## config.mk

```make
export PLATFORM = sky130hd
export DESIGN_NAME = io_bus_controller_flat
export DESIGN_NICKNAME = d
export VERILOG_FILES = /design/src/rtl/io_bus_controller_if.sv /design/src/rtl/io_bus_controller.sv /design/src/flat_wrapper.sv
export SDC_FILE = /design/constraint.sdc
export NUM_CORES = 1
export LEC_CHECK = 0
export BUFFER_PORTS_ARGS = -buffer_cell sky130_fd_sc_hd__buf_4
export CAP_MARGIN = 20
export CORE_AREA = 10 10 144 146
export CTS_BUF_LIST = sky130_fd_sc_hd__clkbuf_2
export DETAILED_ROUTE_END_ITERATION = 7
export DIE_AREA = 0 0 154 156
export GPL_ROUTABILITY_DRIVEN = 0
export MAX_ROUTING_LAYER = met4
export SYNTH_ARGS = -nofsm -noshare
export SYNTH_HDL_FRONTEND = slang
export SYNTH_SLANG_ARGS = --single-unit
export TNS_END_PERCENT = 5
```

## constraint.sdc

```tcl
create_clock -name Clock -period 4 [get_ports Clock]
set_input_delay 0.6 -clock Clock [delete_from_list [all_inputs] [get_ports Clock]]
set_output_delay 0.6 -clock Clock [all_outputs]
set_load 0.02 [all_outputs]
```

## src/rtl/io_bus_controller_if.sv

```systemverilog
// rtl/io_bus_controller_if.sv - CPU-side and device-side signal bundle for io_bus_controller
//
// Purpose: groups the CPU IO port and the peripheral select/data bus of the
// IO space sequencer into one interface.
//   master modport : the controller view (drives acks, selects, device data)
//   slave modport  : the environment view (CPU core plus peripherals)
// Signals:
//   CpuReq/CpuWrite/CpuAddr/CpuWrData  CPU access strobe and its qualifiers
//   CpuRdData/CpuAck/CpuErr/Busy       completion back to the CPU
//   DevSel/DevWrite/DevRegAddr/DevWrData  one-hot slot select and access fields
//   DevRdData/DevReady                 per-slot read data (packed) and completion
interface io_bus_controller_if #(
  parameter int DATA_W = 32
);
  logic                CpuReq;
  logic                CpuWrite;
  logic [6:0]          CpuAddr;
  logic [DATA_W-1:0]   CpuWrData;
  logic [DATA_W-1:0]   CpuRdData;
  logic                CpuAck;
  logic                CpuErr;
  logic                Busy;
  logic [7:0]          DevSel;
  logic                DevWrite;
  logic [3:0]          DevRegAddr;
  logic [DATA_W-1:0]   DevWrData;
  logic [8*DATA_W-1:0] DevRdData;
  logic [7:0]          DevReady;

  modport master (
    input  CpuReq, CpuWrite, CpuAddr, CpuWrData, DevRdData, DevReady,
    output CpuRdData, CpuAck, CpuErr, Busy, DevSel, DevWrite, DevRegAddr, DevWrData
  );

  modport slave (
    output CpuReq, CpuWrite, CpuAddr, CpuWrData, DevRdData, DevReady,
    input  CpuRdData, CpuAck, CpuErr, Busy, DevSel, DevWrite, DevRegAddr, DevWrData
  );
endinterface

```

## src/rtl/io_bus_controller.sv

```systemverilog
// rtl/io_bus_controller.sv - sequencer for CPU accesses to the 8-slot IO space
//
// Purpose: decodes IO address {Dev[2:0], Reg[3:0]}, selects the addressed slot
// one-hot, waits for that slot's ready and returns data/ack/error to the CPU.
// Reserved slots (clear bits in DEV_PRESENT) complete immediately with an error.
// One access in flight; requests arriving while busy are dropped.
// Ports:
//   Clock    system clock, rising edge
//   Reset_N  asynchronous active-low reset
//   bus      io_bus_controller_if.master (CPU port and device bus)
// Optional feature: define IO_TIMEOUT_EN to bound the ACCESS wait to TIMEOUT
// cycles, after which the access ends with a bus error.
module io_bus_controller #(
  parameter int          DATA_W      = 32,
  parameter logic [7:0]  DEV_PRESENT = 8'b0000_0011,
  parameter int          TIMEOUT     = 15
) (
  input  logic              Clock,
  input  logic              Reset_N,
  io_bus_controller_if.master bus
);

  typedef enum logic [1:0] {
    IDLE   = 2'd0,
    ACCESS = 2'd1,
    DONE   = 2'd2,
    ERR    = 2'd3
  } state_e;

  if (TIMEOUT < 1 || TIMEOUT > 255) begin : g_timeout_range
    $error("io_bus_controller: TIMEOUT must be within 1..255");
  end

  state_e            state_q, state_d;
  logic              write_q, write_d;
  logic [2:0]        dev_q, dev_d;
  logic [3:0]        reg_q, reg_d;
  logic [DATA_W-1:0] wdata_q, wdata_d;
  logic [DATA_W-1:0] rdata_q, rdata_d;

`ifdef IO_TIMEOUT_EN
  // Last count value seen without ready before giving up; the ACCESS state
  // therefore lasts at most TIMEOUT cycles.
  localparam logic [7:0] WAIT_LAST = 8'(TIMEOUT - 1);
  logic [7:0]        wait_q, wait_d;
`endif

  // Only the selected slot's ready and read data matter.
  logic              sel_ready;
  logic [DATA_W-1:0] sel_rdata;
  assign sel_ready = bus.DevReady[dev_q];
  assign sel_rdata = bus.DevRdData[dev_q*DATA_W +: DATA_W];

  always_ff @(posedge Clock or negedge Reset_N) begin
    if (!Reset_N) begin
      state_q <= IDLE;
      write_q <= 1'b0;
      dev_q   <= 3'd0;
      reg_q   <= 4'd0;
      wdata_q <= '0;
      rdata_q <= '0;
`ifdef IO_TIMEOUT_EN
      wait_q  <= 8'd0;
`endif
    end else begin
      state_q <= state_d;
      write_q <= write_d;
      dev_q   <= dev_d;
      reg_q   <= reg_d;
      wdata_q <= wdata_d;
      rdata_q <= rdata_d;
`ifdef IO_TIMEOUT_EN
      wait_q  <= wait_d;
`endif
    end
  end

  always_comb begin
    state_d = state_q;
    write_d = write_q;
    dev_d   = dev_q;
    reg_d   = reg_q;
    wdata_d = wdata_q;
    rdata_d = rdata_q;
`ifdef IO_TIMEOUT_EN
    wait_d  = wait_q;
`endif
    unique case (state_q)
      IDLE: begin
        if (bus.CpuReq) begin
          write_d = bus.CpuWrite;
          dev_d   = bus.CpuAddr[6:4];
          reg_d   = bus.CpuAddr[3:0];
          wdata_d = bus.CpuWrData;
          if (DEV_PRESENT[bus.CpuAddr[6:4]]) begin
            state_d = ACCESS;
`ifdef IO_TIMEOUT_EN
            wait_d  = 8'd0;
`endif
          end else begin
            // Read data is zeroed so it reads 0 in the error-ack cycle.
            state_d = ERR;
            rdata_d = '0;
          end
        end
      end
      ACCESS: begin
        if (sel_ready) begin
          if (!write_q) begin
            rdata_d = sel_rdata;
          end
          state_d = DONE;
        end
`ifdef IO_TIMEOUT_EN
        // Ready takes priority over the timeout in the same cycle.
        else if (wait_q == WAIT_LAST) begin
          state_d = ERR;
          rdata_d = '0;
        end else begin
          wait_d = wait_q + 8'd1;
        end
`endif
      end
      DONE:    state_d = IDLE;
      ERR:     state_d = IDLE;
      default: state_d = IDLE;
    endcase
  end

  logic in_access;
  assign in_access      = (state_q == ACCESS);

  assign bus.Busy       = (state_q != IDLE);
  assign bus.CpuAck     = (state_q == DONE) || (state_q == ERR);
  assign bus.CpuErr     = (state_q == ERR);
  assign bus.CpuRdData  = rdata_q;
  assign bus.DevSel     = in_access ? (8'd1 << dev_q) : 8'd0;
  assign bus.DevWrite   = in_access & write_q;
  assign bus.DevRegAddr = in_access ? reg_q : 4'd0;
  assign bus.DevWrData  = in_access ? wdata_q : '0;

endmodule
```

## src/flat_wrapper.sv

```systemverilog
// flat-port wrapper written by rule: the top's interface ports become plain ports
module io_bus_controller_flat 
#(
  parameter int          DATA_W      = 32,
  parameter logic [7:0]  DEV_PRESENT = 8'b0000_0011,
  parameter int          TIMEOUT     = 15
)
  (Clock, Reset_N, bus_CpuReq, bus_CpuWrite, bus_CpuAddr, bus_CpuWrData, bus_DevRdData, bus_DevReady, bus_CpuRdData, bus_CpuAck, bus_CpuErr, bus_Busy, bus_DevSel, bus_DevWrite, bus_DevRegAddr, bus_DevWrData);
  io_bus_controller_if #(.DATA_W(DATA_W)) bus_i ();
  input  logic Clock;
  input  logic Reset_N;
  input wire logic [$bits(bus_i.CpuReq)-1:0] bus_CpuReq;
  input wire logic [$bits(bus_i.CpuWrite)-1:0] bus_CpuWrite;
  input wire logic [$bits(bus_i.CpuAddr)-1:0] bus_CpuAddr;
  input wire logic [$bits(bus_i.CpuWrData)-1:0] bus_CpuWrData;
  input wire logic [$bits(bus_i.DevRdData)-1:0] bus_DevRdData;
  input wire logic [$bits(bus_i.DevReady)-1:0] bus_DevReady;
  output wire logic [$bits(bus_i.CpuRdData)-1:0] bus_CpuRdData;
  output wire logic [$bits(bus_i.CpuAck)-1:0] bus_CpuAck;
  output wire logic [$bits(bus_i.CpuErr)-1:0] bus_CpuErr;
  output wire logic [$bits(bus_i.Busy)-1:0] bus_Busy;
  output wire logic [$bits(bus_i.DevSel)-1:0] bus_DevSel;
  output wire logic [$bits(bus_i.DevWrite)-1:0] bus_DevWrite;
  output wire logic [$bits(bus_i.DevRegAddr)-1:0] bus_DevRegAddr;
  output wire logic [$bits(bus_i.DevWrData)-1:0] bus_DevWrData;
  assign bus_i.CpuReq = bus_CpuReq;
  assign bus_i.CpuWrite = bus_CpuWrite;
  assign bus_i.CpuAddr = bus_CpuAddr;
  assign bus_i.CpuWrData = bus_CpuWrData;
  assign bus_i.DevRdData = bus_DevRdData;
  assign bus_i.DevReady = bus_DevReady;
  assign bus_CpuRdData = bus_i.CpuRdData;
  assign bus_CpuAck = bus_i.CpuAck;
  assign bus_CpuErr = bus_i.CpuErr;
  assign bus_Busy = bus_i.Busy;
  assign bus_DevSel = bus_i.DevSel;
  assign bus_DevWrite = bus_i.DevWrite;
  assign bus_DevRegAddr = bus_i.DevRegAddr;
  assign bus_DevWrData = bus_i.DevWrData;
  io_bus_controller #(.DATA_W(DATA_W), .DEV_PRESENT(DEV_PRESENT), .TIMEOUT(TIMEOUT)) u_core (.Clock(Clock), .Reset_N(Reset_N), .bus(bus_i));
endmodule
```

==> flow_summary.toml, run 1 <==
[critical_path]
r2r_cells = 4
arrival_ps = 2390
startpoint_type = "flip-flop"
crit_required_ps = 3400
path_class = "reg2out"
worst_setup_path_end_kind = "output port"
worstPathMaxFanout = 75
rr_startpoint = "u_core.dev_q[1]$_DFFE_PN0P_"
rr_endpoint = "u_core.bus.CpuRdData[14]$_DFFE_PN0P_"
rrSetupSlack_ps = 1230

[synthesis]
netlist_area_sq_mm = 0.005184
yosysWarnings = 0
ys_seq_elements = 74
syn_inst = 383
syn_area_per_cell_sq_um = 13.53
postSynthNetCount = 690
synth-main-ff-cell = "dfrtp_1"
synth-seq-area-share = 0.3572
synth_cell_types = 25
synth-edff-count = 0
async_flop_share = 1.000

[die]
die_w_microns = 154
start_util = 0.2906
die_height_microns = 156
num_rows = 49
ios = 387
coreArea_sq_mm = 0.01784
dieArea_sq_mm = 0.02402

[timing]
setup_viol = 0
tns_ps = 0
finClkSkew_ps = 29.80
maxSlewViolCount = 0
rsz0062_at_grt = "no"
fin_ws_ps = 1009
hold_viol = 0
worst_pin_slew_ps = 1005
fmax_mhz = 334.3
relSlewSlack = 0.3298
post-route-period-util = 0.7477
hold_ws_ps = 238.8
fin_crit_ps = 2991

[hold_path]
hp-start = "bus_CpuAddr[3]"
worstHoldEndpoint = "u_core.reg_q[3]$_DFFE_PN0P_"
hp-class = "in2reg"
hold_path_depth = 2

[layout]
nets = 1056
final_cell_mix = "buf_4, dfrtp_1, mux2i_1, mux4_2, mux2_1"
final_common_cell = "buf_4"
synthToLayoutAreaGrowth_pct = 62.08
layout-drive-gt1-share = 0.6353
num-fill-cells = 1665

[clock_tree]
htreeDepth = 3
root_buffer = "clkbuf_2"
cts_setup_buffers = 0
cts_tree = "done"
clk_pin_slew_ps = 240
clk_latency_ps = 550
clock_sinks = 74
clock_path_buffers = 2
cts_buffers = 9

[pwr]
ir_worst_vdd_mv = 0.3102
leakage_nw = 4.242
p_per_area_mw_per_mm2 = 625.8

[detailed_routing]
via_per_inst = 4.800
wl_microns = 22330
wl_per_cell_microns = 22.65
drt_pass1_iterations = 4
drc = 0
vias = 4733
final_antenna_net_count = 0
drt_iter0_drc = 162

[placed_design]
dpl.hpwl_microns = 19020
place.port_buffers = 386
dp_slack_ps = 1184

[grt]
grt_pass1_wl_microns = 32770
overflow = 0
grt_start_max_net_pins = 76
grt_pass1_vias = 5452
grtUsageTotal = 0.1813
antenna_found_initial = 3

[status]
outcome = "finished clean"

[run]
cap_violations = 0
[sequential cells by signal, summed over array words and instances (netlist names)]
register / flops
u_core.bus.CpuRdData: 32
u_core.dev_q: 3
u_core.reg_q: 4
u_core.state_q: 2
u_core.wdata_q: 32
u_core.write_q: 1
[timing repair]
| action | in CTS | in global routing |
|---|---|---|
| hold endpoints to repair | 3 | 0 |
| hold buffers | 1 | 0 |
| resized for setup | 0 | 0 |
[cells by family after synthesis]
| logic type | synth area share |
|---|---|
| flops | 0.3572 |
| buf+inv | 0.04151 |
| simple gates | 0.09582 |
| compound gates | 0.01086 |
| mux | 0.4946 |
[metrics by stage]
stage,area (sq um),std cells,util,power [W]
global placement,8219,966,0.4607,0.004727
detailed placement,8219,966,0.4607,0.004804
global route,8402,986,0.4709,0.005634
finish,8402,986,0.4709,0.005258
CTS,8394,983,0.4705,0.005378
floorplan,5184,383,-,0.003646
[cell usage after synthesis, types with 2 or more instances]
| cell type | n | area, sq um |
|---|---|---|
| dfrtp_1 | 74 | 1852 |
| mux2i_1 | 66 | 660.6 |
| mux4_2 | 64 | 1441 |
| mux2_1 | 40 | 450.4 |
| and2_1 | 39 | 244.0 |
| nand2_1 | 34 | 127.6 |
| buf_2 | 16 | 80.08 |
| clkbuf_1 | 11 | 41.29 |
| nor2_1 | 8 | 30.03 |
| buf_4 | 6 | 45.04 |
| buf_6 | 4 | 45.04 |
| nor3_1 | 4 | 20.02 |
| nand2b_1 | 3 | 18.77 |
| nand3_1 | 2 | 10.01 |
| nor2b_1 | 2 | 12.51 |
[final cells by class]
| cell class | instances | area [sq um] | share of cell area |
|---|---|---|---|
| antenna | 3 | 7.507 | 0.0008935 |
| clock buffer | 10 | 50.05 | 0.005957 |
| clock inverter | 6 | 115.1 | 0.01370 |
| inverter | 1 | 3.754 | 0.0004468 |
| multi-input combinational | 271 | 3120 | 0.3714 |
| sequential | 74 | 1861 | 0.2214 |
| tap | 229 | 286.5 | 0.03410 |
| timing repair buffer | 392 | 2958 | 0.3520 |
[power breakdown]
group	internal, W	switching (W)	leakage (nW)	total (W)
Sequential	0.00111	0.000388	0.920	0.00150
Combinational	0.00174	0.00146	3.23	0.00320
Clock	0.000275	0.000290	0.0928	0.000565
[per-layer routing]
metal | global-route usage | part of all wire
met2 | 0.3152 | 0.52
met4 | 0.05083 | 0.019
met3 | 0.06672 | 0.089
met1 | 0.1895 | 0.37
met5 | - | 0
[worst max path at each step]
stage | end | slack [ps] | from | cells past startpoint
after floorplan | bus_DevSel[0] | 1900 | u_core.dev_q[2]$_DFFE_PN0P_ | 3
after global placement | u_core.bus.CpuRdData[14]$_DFFE_PN0P_ | 1320 | u_core.dev_q[1]$_DFFE_PN0P_ | 4
after detailed placement | u_core.bus.CpuRdData[5]$_DFFE_PN0P_ | 1180 | u_core.dev_q[1]$_DFFE_PN0P_ | 4
after CTS | bus_DevSel[2] | 890 | u_core.dev_q[1]$_DFFE_PN0P_ | 3
after global routing | bus_DevSel[2] | 780 | u_core.dev_q[1]$_DFFE_PN0P_ | 3
final | bus_DevSel[2] | 1010 | u_core.dev_q[1]$_DFFE_PN0P_ | 3
[critical path, stage by stage (launching register included)]
cell and delay [ps]:
dfrtp_4 1100, nand2_1 310, nor3_1 240, buf_4 180
(Power assumes the default switching activity.)
==> run 2, diff against run 1 <==
- CORE_AREA: 10 10 144 146 -> 10 10 140 142
- DIE_AREA: 0 0 154 156 -> 0 0 150 152
- clock period: 4 -> 3 ns (I/O delays scaled with it)
==> flow_summary.toml, run 2 (synthesis gave the netlist of run 1 again) <==
[status]
outcome = "finished clean"

[detailed_routing]
final_antenna_net_count = 0
drc = 0
via_per_inst = 4.866
wl_per_cell_microns = 22.87
drt_pass1_iterations = 5
vias = 4793
wl_microns = 22530
drt_iter0_drc = 171

[layout]
layout-drive-gt1-share = 0.6332
synthToLayoutAreaGrowth_pct = 61.96
nets = 1060
num-fill-cells = 1585
final_common_cell = "buf_4"
final_cell_mix = "buf_4, dfrtp_1, mux2i_1, mux4_2, mux2_1"

[die]
dieArea_sq_mm = 0.02280
coreArea_sq_mm = 0.01694
die_w_microns = 150
ios = 387
die_height_microns = 152
num_rows = 48
start_util = 0.3061

[critical_path]
path_class = "reg2out"
worstSetupStartpoint = "u_core.state_q[0]$_DFFE_PN0P_"
startpoint_type = "flip-flop"
cpMostUsedCell = "buf_4"
crit_buf_inv = 2
worst_setup_path_end_kind = "output port"
cp_top_family = "simple AND/OR/NAND/NOR gates"
slowest_stage = "dfrtp_1"
worstPathMaxFanout = 30
crit_required_ps = 2550
rr_startpoint = "u_core.dev_q[1]$_DFFE_PN0P_"
path_cells = "nor2b_2, buf_4, and2_1, buf_4"
arrival_ps = 2110
cp_slowest_stage_delay_ps = 490

[pwr]
leakage_nw = 4.246
ir_worst_vdd_mv = 0.6895
p_per_area_mw_per_mm2 = 822.5

[clock_tree]
clk_latency_ps = 570
cts_resized = 0
clock_sinks = 74
htreeDepth = 3
root_buffer = "clkbuf_2"
cts_tree = "done"
clock_path_buffers = 2
cts_buffers = 9
clk_pin_slew_ps = 240

[placed_design]
dpl.hpwl_microns = 19040
dp_slack_ps = 854.2
place.port_buffers = 386

[grt]
grt_start_max_net_pins = 75
antenna_found_initial = 1
grt_pass1_wl_microns = 33040
overflow = 0
grt_pass1_vias = 5427
grtUsageTotal = 0.1952

[timing]
finClkSkew_ps = 44.38
relSlewSlack = 0.3482
worst_pin_slew_ps = 977.7
rsz0062_at_grt = "no"
fmax_mhz = 391.3
hold_viol = 0
tns_ps = 0
maxSlewViolCount = 0
fin_crit_ps = 2555
post-route-period-util = 0.8518
setup_viol = 0
fin_ws_ps = 444.7

[run]
cap_violations = 0

[hold_path]
hp-start = "bus_CpuWrData[30]"
hp-class = "in2reg"
[run 2: cell types whose count changed in the layout (fill, tap and decap cells not counted), sizes merged]
cell | before | now
diode | 3 | 2
bufinv | 3 | 1
dlygate4sd3 | 1 | 3
buf | 391 | 393
clkbuf | 10 | 9
clkinv | 1 | 4
[run 2: final timing paths]
check                                                            end  slack, ps  cells after the start
worst max-delay path                               bus_DevWrData[17]        440                      4
worst min-delay path                  u_core.wdata_q[30]$_DFFE_PN0P_         70                      2
worst max register to register  u_core.bus.CpuRdData[19]$_DFFE_PN0P_        840                      4
worst min register to register         u_core.wdata_q[3]$_DFFE_PN0P_        500                      1
max in group asynchronous                u_core.dev_q[0]$_DFFE_PN0P_       1760                      2
min in group asynchronous             u_core.wdata_q[27]$_DFFE_PN0P_        550                      2
[run 2: stage by stage]
step                total power (W)  cell area, sq um    util  hold slack [ps]  instances
global placement           0.006334              8219  0.4853            458.7        963
floorplan                  0.004862              5184       -            154.4        383
finish                     0.006906              8396  0.4957            73.92        985
global route               0.007390              8396  0.4957            3.970        985
detailed placement         0.006421              8219  0.4853            466.9        963
CTS                        0.007005              8343  0.4926            13.41        980
[run 2: layout make-up]
cell class	instances	area, sq um	share of cell area
inverters	1	3.754	0.0004471
well taps	225	281.5	0.03353
clock inverters	7	68.82	0.008197
multi-input cells	271	3120	0.3717
repair buffers	396	3013	0.3589
diodes	2	5.005	0.0005961
clock buffers	9	45.04	0.005365
flip-flops and latches	74	1858	0.2213
[run 2: power breakdown]
group / internal, W / switching (W) / total (W)
Sequential: 0.00148 / 0.000294 / 0.00177
Combinational: 0.00234 / 0.00222 / 0.00456
Clock: 0.000191 / 0.000382 / 0.000573
Total: 0.00401 / 0.00290 / 0.00691
[run 2: timing repair]
action                                 CTS  global route
hold buffers                             1             2
setup buffers                            0             0
endpoints found under the hold margin   43             2
[run 2: per-layer routing]
metal  part of all wire  routed length (microns)  GRT usage  up-vias
li1                   -                        -          -     2197
met1               0.38                     8613     0.2119     2333
met2               0.52                    11670     0.3338      239
met3              0.084                     1895    0.06267       24
met4              0.015                      346    0.05556        0
met5                  0                        0          -        -
==> run 3, diff against run 2 <==
- RECOVER_POWER: default -> 100
==> flow_summary.toml, run 3 (synthesis gave the netlist of run 1 again) <==
[status]
outcome = "complete, but fails checks"
violations = "capacitance limit, slew limit"

[die]
coreArea_sq_mm = 0.01694
start_util = 0.3061
num_rows = 48
dieArea_sq_mm = 0.02280
die_w_microns = 150
ios = 387
die_height_microns = 152

[detailed_routing]
drt_iter0_drc = 194
drt_pass1_iterations = 4
via_per_inst = 4.859
vias = 4786
wl_microns = 22550
wl_per_cell_microns = 22.90
drc = 0
final_antenna_net_count = 0

[hold_path]
hold_path_depth = 2
hp-class = "in2reg"

[timing]
hold_viol = 0
tns_ps = 0
relSlewSlack = -0.2728
rsz0062_at_grt = "no"
post-route-period-util = 0.8881
hold_ws_ps = 71.83
worst_pin_slew_ps = 1909
finClkSkew_ps = 43.51
fin_ws_ps = 335.6
maxSlewViolCount = 75
setup_viol = 0
fin_crit_ps = 2664
fmax_mhz = 375.3

[grt]
grt_start_max_net_pins = 75
grt_pass1_wl_microns = 33040
grt_pass1_vias = 5427
grtUsageTotal = 0.1952
antenna_found_initial = 1
overflow = 0

[layout]
num-fill-cells = 1644
final_common_cell = "buf_4"
final_cell_mix = "buf_4, dfrtp_1, mux2i_1, mux4_2, clkbuf_1"
nets = 1060
synthToLayoutAreaGrowth_pct = 57.13
layout-drive-gt1-share = 0.5488
fin_util = 0.4809

[critical_path]
path_class = "reg2out"
arrival_ps = 2210
worstPathMaxFanout = 30
rrSetupSlack_ps = 480
worst_setup_path_end_kind = "output port"
crit_required_ps = 2550
r2r_cells = 4
startpoint_type = "flip-flop"

[placed_design]
place.port_buffers = 386
dp_slack_ps = 854.2
dpl.hpwl_microns = 19040

[clock_tree]
clock_sinks = 74
clock_path_buffers = 2
cts_setup_buffers = 0
cts_buffers = 9
clk_latency_ps = 570
cts_resized = 0
root_buffer = "clkbuf_2"
clk_pin_slew_ps = 240
cts_tree = "done"
cts_hold_buf = 1
htreeDepth = 3

[pwr]
p_per_area_mw_per_mm2 = 812.0
leakage_nw = 3.979
ir_worst_vdd_mv = 0.6834

[run]
cap_violations = 1
## run 3: cell count changes in the layout (fill, tap and decap cells not counted), sizes merged
cell	previous run	this run
buf	393	330
clkbuf	9	72
## run 3: cell type report
type                    instances  area, sq um  area share
repair buffers                396         2783      0.3416
flip-flops and latches         74         1857      0.2280
clock inverters                 7        68.82    0.008449
clock buffers                   9        45.04    0.005530
multi-input cells             271         3102      0.3808
inverters                       1        3.754   0.0004608
diodes                          2        5.005   0.0006144
well taps                     225        281.5     0.03456
## run 3: worst paths after layout
kind / startpoint / endpoint
setup / recovery: u_core.state_q[0]$_DFFE_PN0P_ / bus_DevWrData[12]
hold / removal: bus_CpuWrData[30] / u_core.wdata_q[30]$_DFFE_PN0P_
setup reg to reg: u_core.state_q[1]$_DFFE_PN0P_ / u_core.wdata_q[21]$_DFFE_PN0P_
hold reg to reg: u_core.wdata_q[3]$_DFFE_PN0P_ / u_core.wdata_q[3]$_DFFE_PN0P_
max in group asynchronous: Reset_N / u_core.dev_q[0]$_DFFE_PN0P_
min in group asynchronous: Reset_N / u_core.wdata_q[27]$_DFFE_PN0P_
## run 3: report_power, final
group | total [W] | internal [W] | switching [W]
sequential | 0.00177 | 0.00148 | 0.000289
combinational | 0.00427 | 0.00206 | 0.00221
clock | 0.000576 | 0.000191 | 0.000385
## run 3: per-layer routing
metal  wire (microns)  vias up  global-route usage
li1                 -     2196                   -
met1             8638     2325              0.2119
met2            11700      241              0.3338
met3             1872       24             0.06267
met4              336        0             0.05556
met5                0        -                   -
## run 3: critical path: stages, from the launching register on
cell,delay [ps]
dfrtp_1,500
nor2b_2,420
buf_4,330
and2_1,160
clkbuf_1,250
## run 3: stage by stage
stage                     power (W)  instance area (sq um)  cells
after detailed placement   0.006421                   8219    963
after global routing       0.007094                   8145    985
final                      0.006614                   8145    985
after CTS                  0.007005                   8343    980
after floorplan            0.004862                   5184    383
after global placement     0.006334                   8219    963
